File: src/rtl/j_insfetch_pkg.sv
// Shared types and widths for the Jerry instruction prefetch controller.
package j_insfetch_pkg;

    localparam int INSW  = 16;
    localparam int LONGW = 32;

    typedef enum logic [1:0] {
        IDLE    = 2'd0,
        FETCH   = 2'd1,
        DISCARD = 2'd2
    } fetch_state_t;

endpackage

File: src/rtl/j_insq.sv
// Instruction word FIFO: up to two pushes and one pop per cycle, synchronous flush, free-slot count.
module j_insq
    import j_insfetch_pkg::*;
#(
    parameter  int DEPTH = 4,
    localparam int PW    = $clog2(DEPTH),
    localparam int CW    = PW + 1
) (
    input  logic            clk,
    input  logic            reset,
    input  logic            flush,
    input  logic [1:0]      push_n,
    input  logic [INSW-1:0] push_w0,
    input  logic [INSW-1:0] push_w1,
    input  logic            pop,
    output logic [INSW-1:0] head,
    output logic            empty,
    output logic [CW-1:0]   free
);

    logic [INSW-1:0] mem [DEPTH];
    logic [PW-1:0]   rd_ptr;
    logic [PW-1:0]   wr_ptr;
    logic [CW-1:0]   count;
    logic            do_pop;

    assign do_pop = pop && (count != '0);
    assign head   = mem[rd_ptr];
    assign empty  = (count == '0);
    assign free   = CW'(DEPTH) - count;

    always_ff @(posedge clk) begin
        if (reset || flush) begin
            rd_ptr <= '0;
            wr_ptr <= '0;
            count  <= '0;
        end else begin
            if (do_pop) rd_ptr <= rd_ptr + 1'b1;
            wr_ptr <= wr_ptr + PW'(push_n);
            count  <= count + CW'(push_n) - CW'(do_pop);
        end
    end

    // Storage needs no reset: nothing is visible until count covers it.
    always_ff @(posedge clk) begin
        if (!reset && !flush) begin
            if (push_n != 2'd0) mem[wr_ptr] <= push_w0;
            if (push_n == 2'd2) mem[wr_ptr + 1'b1] <= push_w1;
        end
    end

endmodule

File: src/rtl/j_insfetch.sv
// Jerry instruction prefetch: long fetches split into 16-bit words, queued for the execution controller.
// Optional JINSFETCH_BYPASS_EN presents the first half of an ack straight from ifdata when the queue is empty.
module j_insfetch
    import j_insfetch_pkg::*;
#(
    parameter int DEPTH = 4,
    parameter int AW    = 24
) (
    input  logic             sys_clk,
    input  logic             reset,
    input  logic             go,
    input  logic             pcld,
    input  logic [AW-1:0]    pcdata,
    input  logic             romold,
    output logic             ifreq,
    output logic [AW-1:0]    ifaddr,
    input  logic             ifack,
    input  logic [LONGW-1:0] ifdata,
    output logic             insrdy,
    output logic [INSW-1:0]  instr,
    output logic [AW-1:0]    pc_out,
    output fetch_state_t     dbg_state
);

    localparam int CW = $clog2(DEPTH) + 1;

`ifdef JINSFETCH_BYPASS_EN
    localparam bit BYPASS = 1'b1;
`else
    localparam bit BYPASS = 1'b0;
`endif

    // Handshake: ifreq rises with ifaddr valid and both hold until the single-cycle ifack;
    // a word moves to the consumer on any edge where insrdy & romold are both high.
    fetch_state_t    state, state_next;
    logic [AW-1:0]   fetch_ptr, fetch_ptr_next;
    logic [AW-1:0]   ifaddr_q;
    logic [AW-1:0]   pc_q;
    logic            skip_hi;

    logic            q_empty;
    logic [INSW-1:0] q_head;
    logic [CW-1:0]   q_free;
    logic [1:0]      push_n;
    logic [INSW-1:0] push_w0, push_w1;
    logic            q_pop;

    logic            ack_take, byp_valid, pop_fire, issue;
    logic [INSW-1:0] first_half;
    logic [CW-1:0]   free_after;

    always_comb begin
        ack_take   = (state == FETCH) && ifack && !pcld;
        first_half = skip_hi ? ifdata[15:0] : ifdata[31:16];
        byp_valid  = BYPASS && q_empty && ack_take;
        insrdy     = !q_empty || byp_valid;
        instr      = !q_empty ? q_head : (byp_valid ? first_half : '0);
        pop_fire   = romold && insrdy && !pcld;
        q_pop      = pop_fire && !q_empty;

        push_n  = 2'd0;
        push_w0 = ifdata[31:16];
        push_w1 = ifdata[15:0];
        if (ack_take) begin
            if (skip_hi) begin
                push_n  = 2'd1;
                push_w0 = ifdata[15:0];
            end else begin
                push_n = 2'd2;
            end
            // A pop against an empty queue can only be the bypassed half.
            if (pop_fire && q_empty) begin
                push_n  = push_n - 2'd1;
                push_w0 = ifdata[15:0];
            end
        end
        free_after = q_free + CW'(q_pop) - CW'(push_n);

        fetch_ptr_next = fetch_ptr;
        if (pcld)          fetch_ptr_next = {pcdata[AW-1:2], 2'b00};
        else if (ack_take) fetch_ptr_next = fetch_ptr + AW'(4);
    end

    always_comb begin
        state_next = state;
        case (state)
            IDLE: begin
                if (go && !pcld && free_after >= CW'(2)) state_next = FETCH;
            end
            FETCH: begin
                if (ifack) begin
                    if (!pcld && go && free_after >= CW'(2)) state_next = FETCH;
                    else                                     state_next = IDLE;
                end else if (pcld) begin
                    state_next = DISCARD;
                end
            end
            DISCARD: begin
                if (ifack) state_next = IDLE;
            end
            default: state_next = IDLE;
        endcase
        issue = (state_next == FETCH) && ((state == IDLE) || ack_take);
    end

    always_ff @(posedge sys_clk) begin
        if (reset) begin
            state     <= IDLE;
            fetch_ptr <= '0;
            ifaddr_q  <= '0;
            skip_hi   <= 1'b0;
            pc_q      <= '0;
        end else begin
            state     <= state_next;
            fetch_ptr <= fetch_ptr_next;
            if (issue) ifaddr_q <= fetch_ptr_next;
            if (pcld) begin
                skip_hi <= pcdata[1];
                pc_q    <= {pcdata[AW-1:1], 1'b0};
            end else begin
                if (ack_take) skip_hi <= 1'b0;
                if (pop_fire) pc_q <= pc_q + AW'(2);
            end
        end
    end

    assign ifreq     = (state != IDLE);
    assign ifaddr    = ifaddr_q;
    assign pc_out    = pc_q;
    assign dbg_state = state;

    j_insq #(.DEPTH(DEPTH)) u_insq (
        .clk     (sys_clk),
        .reset   (reset),
        .flush   (pcld),
        .push_n  (push_n),
        .push_w0 (push_w0),
        .push_w1 (push_w1),
        .pop     (q_pop),
        .head    (q_head),
        .empty   (q_empty),
        .free    (q_free)
    );

endmodule

File: config.mk
export PLATFORM = sky130hd
export DESIGN_NAME = j_insfetch
export DESIGN_NICKNAME = d
export VERILOG_FILES = /design/src/rtl/j_insfetch_pkg.sv /design/src/rtl/j_insq.sv /design/src/rtl/j_insfetch.sv
export SDC_FILE = /design/constraint.sdc
export NUM_CORES = 1
export LEC_CHECK = 0
export CORE_UTILIZATION = 57
export CTS_CLUSTER_DIAMETER = 120
export DETAILED_ROUTE_END_ITERATION = 10
export PLACE_DENSITY = 0.84
export SYNTH_ARGS = -nofsm -noshare
export SYNTH_HDL_FRONTEND = slang
export SYNTH_SLANG_ARGS = --single-unit
File: constraint.sdc
create_clock -name sys_clk -period 7.4 [get_ports sys_clk]
set_input_delay 0.74 -clock sys_clk [delete_from_list [all_inputs] [get_ports sys_clk]]
set_output_delay 0.74 -clock sys_clk [all_outputs]
set_load 0.1 [all_outputs]
Word-level counts from Yosys, hierarchy flattened
Memories as Yosys holds them, arrays and structs flattened. A register that Yosys moved wholly into a read port is not among the register bits.
Cells that the tools add are included.
{ "totals": {"output_inout_bits": 68, "mem_bits_rw": 64, "wordCells": 78, "n_memories": 1, "inputBits": 62, "register_bits": 82} }
{ "classes": {"muxes": 28, "n_eq_ne": 4, "n_addsub": 11, "magnitude_cmp": 1, "reduce_logical": 24} }
{ "memory_table": {"columns": ["memory", "depth", "width", "read_ports", "rd_clocked_by_memory_dff", "wr", "line", "source"], "rows": [
  ["u_insq.mem", 4, 16, 1, 1, 2, "j_insq.sv:21", "logic [INSW-1:0] mem [DEPTH];"]
]} }
{ "op_table": {"columns": ["operator", "count"], "rows": [
  ["2-to-1 mux 24 bit", 4],
  ["2-to-1 mux 16 bit", 4],
  ["adder 24 x 2 -> 24 bit, second input constant", 1],
  ["adder 24 x 3 -> 24 bit, second input constant", 1],
  ["2-to-1 mux 2 bit", 10],
  ["logical AND 1 bit", 11],
  ["2-to-1 mux 1 bit", 9],
  ["nonzero test 2 bit", 4],
  ["case mux 2 bit (3 select lines)", 1],
  ["adder 2 x 1 -> 2 bit, second input constant", 2],
  ["== test 2 x 1 -> 1 bit, second input constant", 2],
  ["== test 2 bit, second input constant", 2],
  ["adder 3 x 1 -> 3 bit", 1],
  ["adder 3 x 2 -> 3 bit", 1],
  [">= comparator 3 x 2 -> 1 bit, second input constant", 1],
  ["zero test 1 bit", 3],
  ["zero test 3 bit", 1],
  ["nonzero test 3 bit", 1],
  ["subtractor 3 x 1 -> 3 bit", 1],
  ["subtractor 3 x 2 -> 3 bit", 1],
  ["subtractor 3 bit, first input constant", 1],
  ["adder 2 bit", 1],
  ["zero test 2 bit", 1],
  ["logical OR 1 bit", 2],
  ["other kinds (2)", 2]
]} }

Longest topological paths before layout
{ "logic_depth": {"ltp_word": 15, "ltp_mapped": 14, "mapped_depth_nobuf": 11} }

Cells and area by module
Synthesis repeated with hierarchy kept, for this count alone.
{ "hier_totals": {"cells_unflattened": 679, "area_unflattened_um2": 7712.4} }
{ "by_module_without_submodules": {"columns": ["mod", "cells_per_inst", "n_inst", "seq_area_each_um2", "area_per_inst_um2"], "rows": [
  ["j_insfetch", 463, 1, 1481.4, 4072.7],
  ["j_insq", 216, 1, 2102.0, 3639.7]
]} }

Worst setup path before layout
No wires, ideal clock.
{ "synth_path": {"path_type": "register to register", "startpoint": "register state[0], in the netlist dbg_state[0]", "endpoint": "memory u_insq.mem[3][0], enable pin", "n_path_buf": 1, "setup_slack_ns": 3.719, "stages_incl_launch_ff": 4, "t_required_ns": 6.964, "arrival_ns": 3.245, "period_less_slack_ns": 3.681, "setup_ns": 0.436, "path_cell_list": "dfxtp_1 nand4bb_1 buf_6 nor4b_1"} }
{ "synth_lines": {"columns": ["element", "line", "source"], "rows": [
  ["start, declared", "j_insfetch.sv:35", "fetch_state_t state, state_next;"],
  ["start signal, assigned", "j_insfetch.sv:114", "state <= state_next;"],
  ["end, declared", "j_insq.sv:21", null]
]} }

Worst setup path after layout
{ "layout_path": {"startpoint": "input port ifack", "endpoint": "register ifaddr_q[4], in the netlist ifaddr[4]"} }
{ "layout_via": {"elab_chain_len": 11, "elab_cells_between_ends": 16, "classes_between": "add/sub (1); order compare (1); eq/ne (1); mux (8); reduce/logical (5)"} }
{ "layout_lines": {"columns": ["element", "line", "source"], "rows": [
  ["start, declared", "j_insfetch.sv:17", "input logic ifack,"],
  ["logical AND 1 bit (2 in series)", "j_insfetch.sv:53", "ack_take = (state == FETCH) && ifack && !pcld;"],
  ["2-to-1 mux 2 bit", "j_insfetch.sv:64", "if (ack_take) begin"],
  ["subtractor 3 x 2 -> 3 bit", "j_insfetch.sv:77", "free_after = q_free + CW'(q_pop) - CW'(push_n);"],
  [">= comparator 3 x 2 -> 1 bit", "j_insfetch.sv:88, j_insfetch.sv:92", null],
  ["logical AND 1 bit", "j_insfetch.sv:88, j_insfetch.sv:92", null],
  ["2-to-1 mux 1 bit", "j_insfetch.sv:92", "if (!pcld && go && free_after >= CW'(2)) state_next = FETCH;"],
  ["2-to-1 mux 2 bit", "j_insfetch.sv:91", "if (ifack) begin"],
  ["case mux 2 bit (3 select lines)", "j_insfetch.sv:86", "case (state)"],
  ["== test 2 x 1 -> 1 bit", "j_insfetch.sv:103", "issue = (state_next == FETCH) && ((state == IDLE) || ack_take);"],
  ["logical AND 1 bit", "j_insfetch.sv:103", null],
  ["end signal, assigned", "j_insfetch.sv:116", "if (issue) ifaddr_q <= fetch_ptr_next;"],
  ["end, declared", "j_insfetch.sv:37", "logic [AW-1:0] ifaddr_q;"]
]} }
Parallel ways exist; a longest one is shown, timed or not.
A chain may end at the register's enable or synchronous reset.

==> qor.txt <==
Status: finished clean
Initial antenna violation count: 0
Synth Net Count: 700
Hold Path End: fetch_ptr[0]$_SDFF_PP0_
Remaining DRCs: 0
Avg Vias per Cell: 5.81
CTS sink cnt: 147
Wire length per cell: 18.9 µm
Drt total wl: 17,600 µm
Pleak: 3.36 nW
Worst Path Arrival: 4.25 ns
Share of layout cells above drive strength 1: 19.3%
TritonCTS buffer count: 17
Clock latency on the worst-skew pair: 0.43 ns
Number of port buffers: 127
Comb pwr share: 16.7%
First-pass GRT wire length: 28,000 µm
Critical path fanouts, max: 30
Final setup viols: 0
Clock root cell: clkbuf_16
Synth Register Bits: 147
Hold path start: fetch_ptr[0]$_SDFF_PP0_
Die area: 13,200 µm²
Yosys warnings: 0
Adder-cell share of the synthesized area: 1.99%
CTS tree: done
Slew Viols, Final: 0
Yosys top cell by area: edfxtp_1
Antenna Cells: 0
Initial DRC Count: 345
Largest net degree at the start of global routing: 51
Register area share after synthesis: 49.2%
Ports: 130
Synth Area in Simple Gates: 14.3%
Worst Setup Path Type: input pin to flip-flop
Vias in the first global route: 5,619
Post-synthesis mux area share: 15.3%
Total power: 2.10 mW
Worst vdd ir: 0.000146 V
Area growth syn-to-layout: 27.4%
Number of routed nets with antenna violations: 0
Main combinational cell family by area after synthesis: multiplexers
Switch share: 28.0%
CTS Hold Bufs: 0
Relative slew margins: 22.9%
Fin crit share: 52.6%
Crit path required time: 7.76 ns
Non-Filler Instances: 931
Htree depth: 4
Crit Reg-Reg Startpoint: u_insq.count[0]$_SDFF_PP0_
Worst-case reg-to-reg path depth: 10
Post-synth ARST share: 0%
# Max-Cap Violations: 0
CORE AREA: 12,200 µm²
Post-synthesis xor/xnor area fraction: 5.36%
Clock network fraction of design power: 40.4%
Synth top area cells: edfxtp_1, dfxtp_1, mux2_2
Reg2reg end: ifaddr[4]$_SDFFE_PP0P_
CTS clk-pin slew, worst paths: 0.06 ns
Post-synth top flop: dfxtp_1
Num rows: 40
EDFF count, synth: 64
CP Capture Type: flip-flop
Synth cell types: 67
Dpl cells: 899
Clk_skew: 0.00649 ns
Fmax: 0.257 GHz
Clock buffer depth: 2
Total number of vias: 5,412
Min Tclk post-route: 3.89 ns
Synth Area in Compound Gates: 9.96%
Die height: 115 µm
Int Pwr: 1.51 mW
Crit path largest cell delay: 0.77 ns
Setup WS post-layout: 3.51 ns
Mean post-synth cell area: 11.6 µm²
Mapped Area: 7290 µm²
Fin util: 76.0%
Resize count post-CTS: 0
Hold WC Path Type: flip-flop to flip-flop
Starting Density: 59.7%
Final-layout fill cell count: 818
Pre-CTS WS: 3.07 ns
Psw: 589 µW
WHS Path Cells: 1
RePlAce Congestion: 0.848
Grt ovf: 0
Flop pwr share: 42.9%
Power per cell area: 227 nW/µm²
GRT Util Overall: 28.3%
Worst path depth: 13
Setup bufs post-CTS: 0
Register-to-Register Setup Slack: 3.86 ns
CP max stage cell: nor2_1
Critical-path cell list: clkdlybuf4s50_1 -> nand3b_4 -> nor2_1 -> nand2_1 -> ha_1 -> inv_1 -> ha_1 -> xnor3_1 -> nand2b_1 -> and3_1 -> buf_4 -> nor2_1 -> o22a_1
Final hold vios: 0
Worst-Margin Slew: 1.16 ns
Post-Synthesis Cells: 627
Top cells by count, synth: dfxtp_1, mux2_2, edfxtp_1
Detailed placement HPWL: 11,900 µm
Most common cell in the netlist: dfxtp_1
Die width: 115 µm
Family with the most delay on the worst path: simple AND/OR/NAND/NOR gates
RSZ-0062 raised after global routing: false
WP buf/inv: 3
Synth top area share: 26.4%
Total negative setup slack: 0 ns
Net count, final: 823
DRT Pass-1 Iters: 4
Startpoint types: input pin
-- worst max-delay path by stage --
| stage | start | end | slack, ns |
|---|---|---|---|
| after floorplan | dbg_state[0]$_SDFF_PP0_ | u_insq.mem[3][0]$_DFFE_PP_ | 3.72 |
| after global placement | ifack | ifaddr[1]$_SDFFE_PP0P_ | 3.21 |
| after detailed placement | ifack | ifaddr[15]$_SDFFE_PP0P_ | 3.07 |
| after CTS | ifack | ifaddr[15]$_SDFFE_PP0P_ | 3.50 |
| after global routing | ifack | ifaddr[9]$_SDFFE_PP0P_ | 3.20 |
| final | ifack | ifaddr[4]$_SDFFE_PP0P_ | 3.51 |
-- power by group through the flow --
stage | clock (mW) | sequential (mW) | combinational, mW
after global placement | 0 | 0.918 | 0.342
after detailed placement | 0 | 0.919 | 0.349
final | 0.850 | 0.903 | 0.351
after global routing | 0.891 | 0.906 | 0.367
after floorplan | 0 | 1.05 | 0.111
after CTS | 0.860 | 0.902 | 0.351
-- placed cells by master (no fill, tap or decap), drive strengths merged, types with 3 or more instances in the layout --
cell type,instances
edfxtp,64
mux2,66
nor2b,19
nor4,11
clkinv,7
and3,7
nand2,27
o22a,10
a211oi,8
a31oi,3
o22ai,5
nand2b,8
a21oi,30
a21boi,22
inv,29
clkdlybuf4s50,126
xor2,23
nor3b,4
dfxtp,83
nor3,17
nand3,21
nor2,36
ha,10
nand4,11
mux4,16
o21bai,4
clkbuf,24
a21o,5
and2,6
xnor2,19
buf,10
nand3b,3
-- area by class of cell --
type / instances / area, µm² / area share [%]
well taps: 168 / 210 / 2.26
multi-input cells: 418 / 3450 / 37.2
repair buffers: 136 / 1330 / 14.4
clock inverters: 8 / 70.1 / 0.755
inverters: 30 / 113 / 1.21
clock buffers: 24 / 524 / 5.65
flip-flops and latches: 147 / 3580 / 38.6
-- metal layers --
| layer | vias to the layer above | wire, µm | track usage (%) |
|---|---|---|---|
| met5 | - | 0 | 0 |
| met4 | 0 | 388 | 11.1 |
| met3 | 30 | 973 | 7.38 |
| met2 | 165 | 9080 | 49.4 |
| met1 | 2674 | 7150 | 33.3 |
| li1 | 2543 | - | - |
-- through the flow --
step                cell area, µm²  hold WS [ns]
floorplan                     7290         0.429
global placement              8690         0.449
detailed placement            8690         0.450
CTS                           9290         0.464
global route                  9290         0.488
finish                        9290         0.464
-- sequential cells by signal (all words and copies together) (netlist names), named ones only --
| signal | cells |
|---|---|
| u_insq.mem | 64 |
| fetch_ptr | 24 |
| ifaddr | 24 |
| pc_out | 23 |
| u_insq.count | 3 |
| dbg_state | 2 |
| u_insq.rd_ptr | 2 |
| u_insq.wr_ptr | 2 |
| skip_hi | 1 |
-- cells by family (layout without fill, tap and decap cells) --
group,Yosys count,in the layout
fa+ha+maj,11,11
buf+inv,62,198
flops,147,147
xor+xnor,43,43
other cells,2,2
compound gates,101,101
simple gates,178,178
mux,83,83
Power figures use the tool's default switching activity.
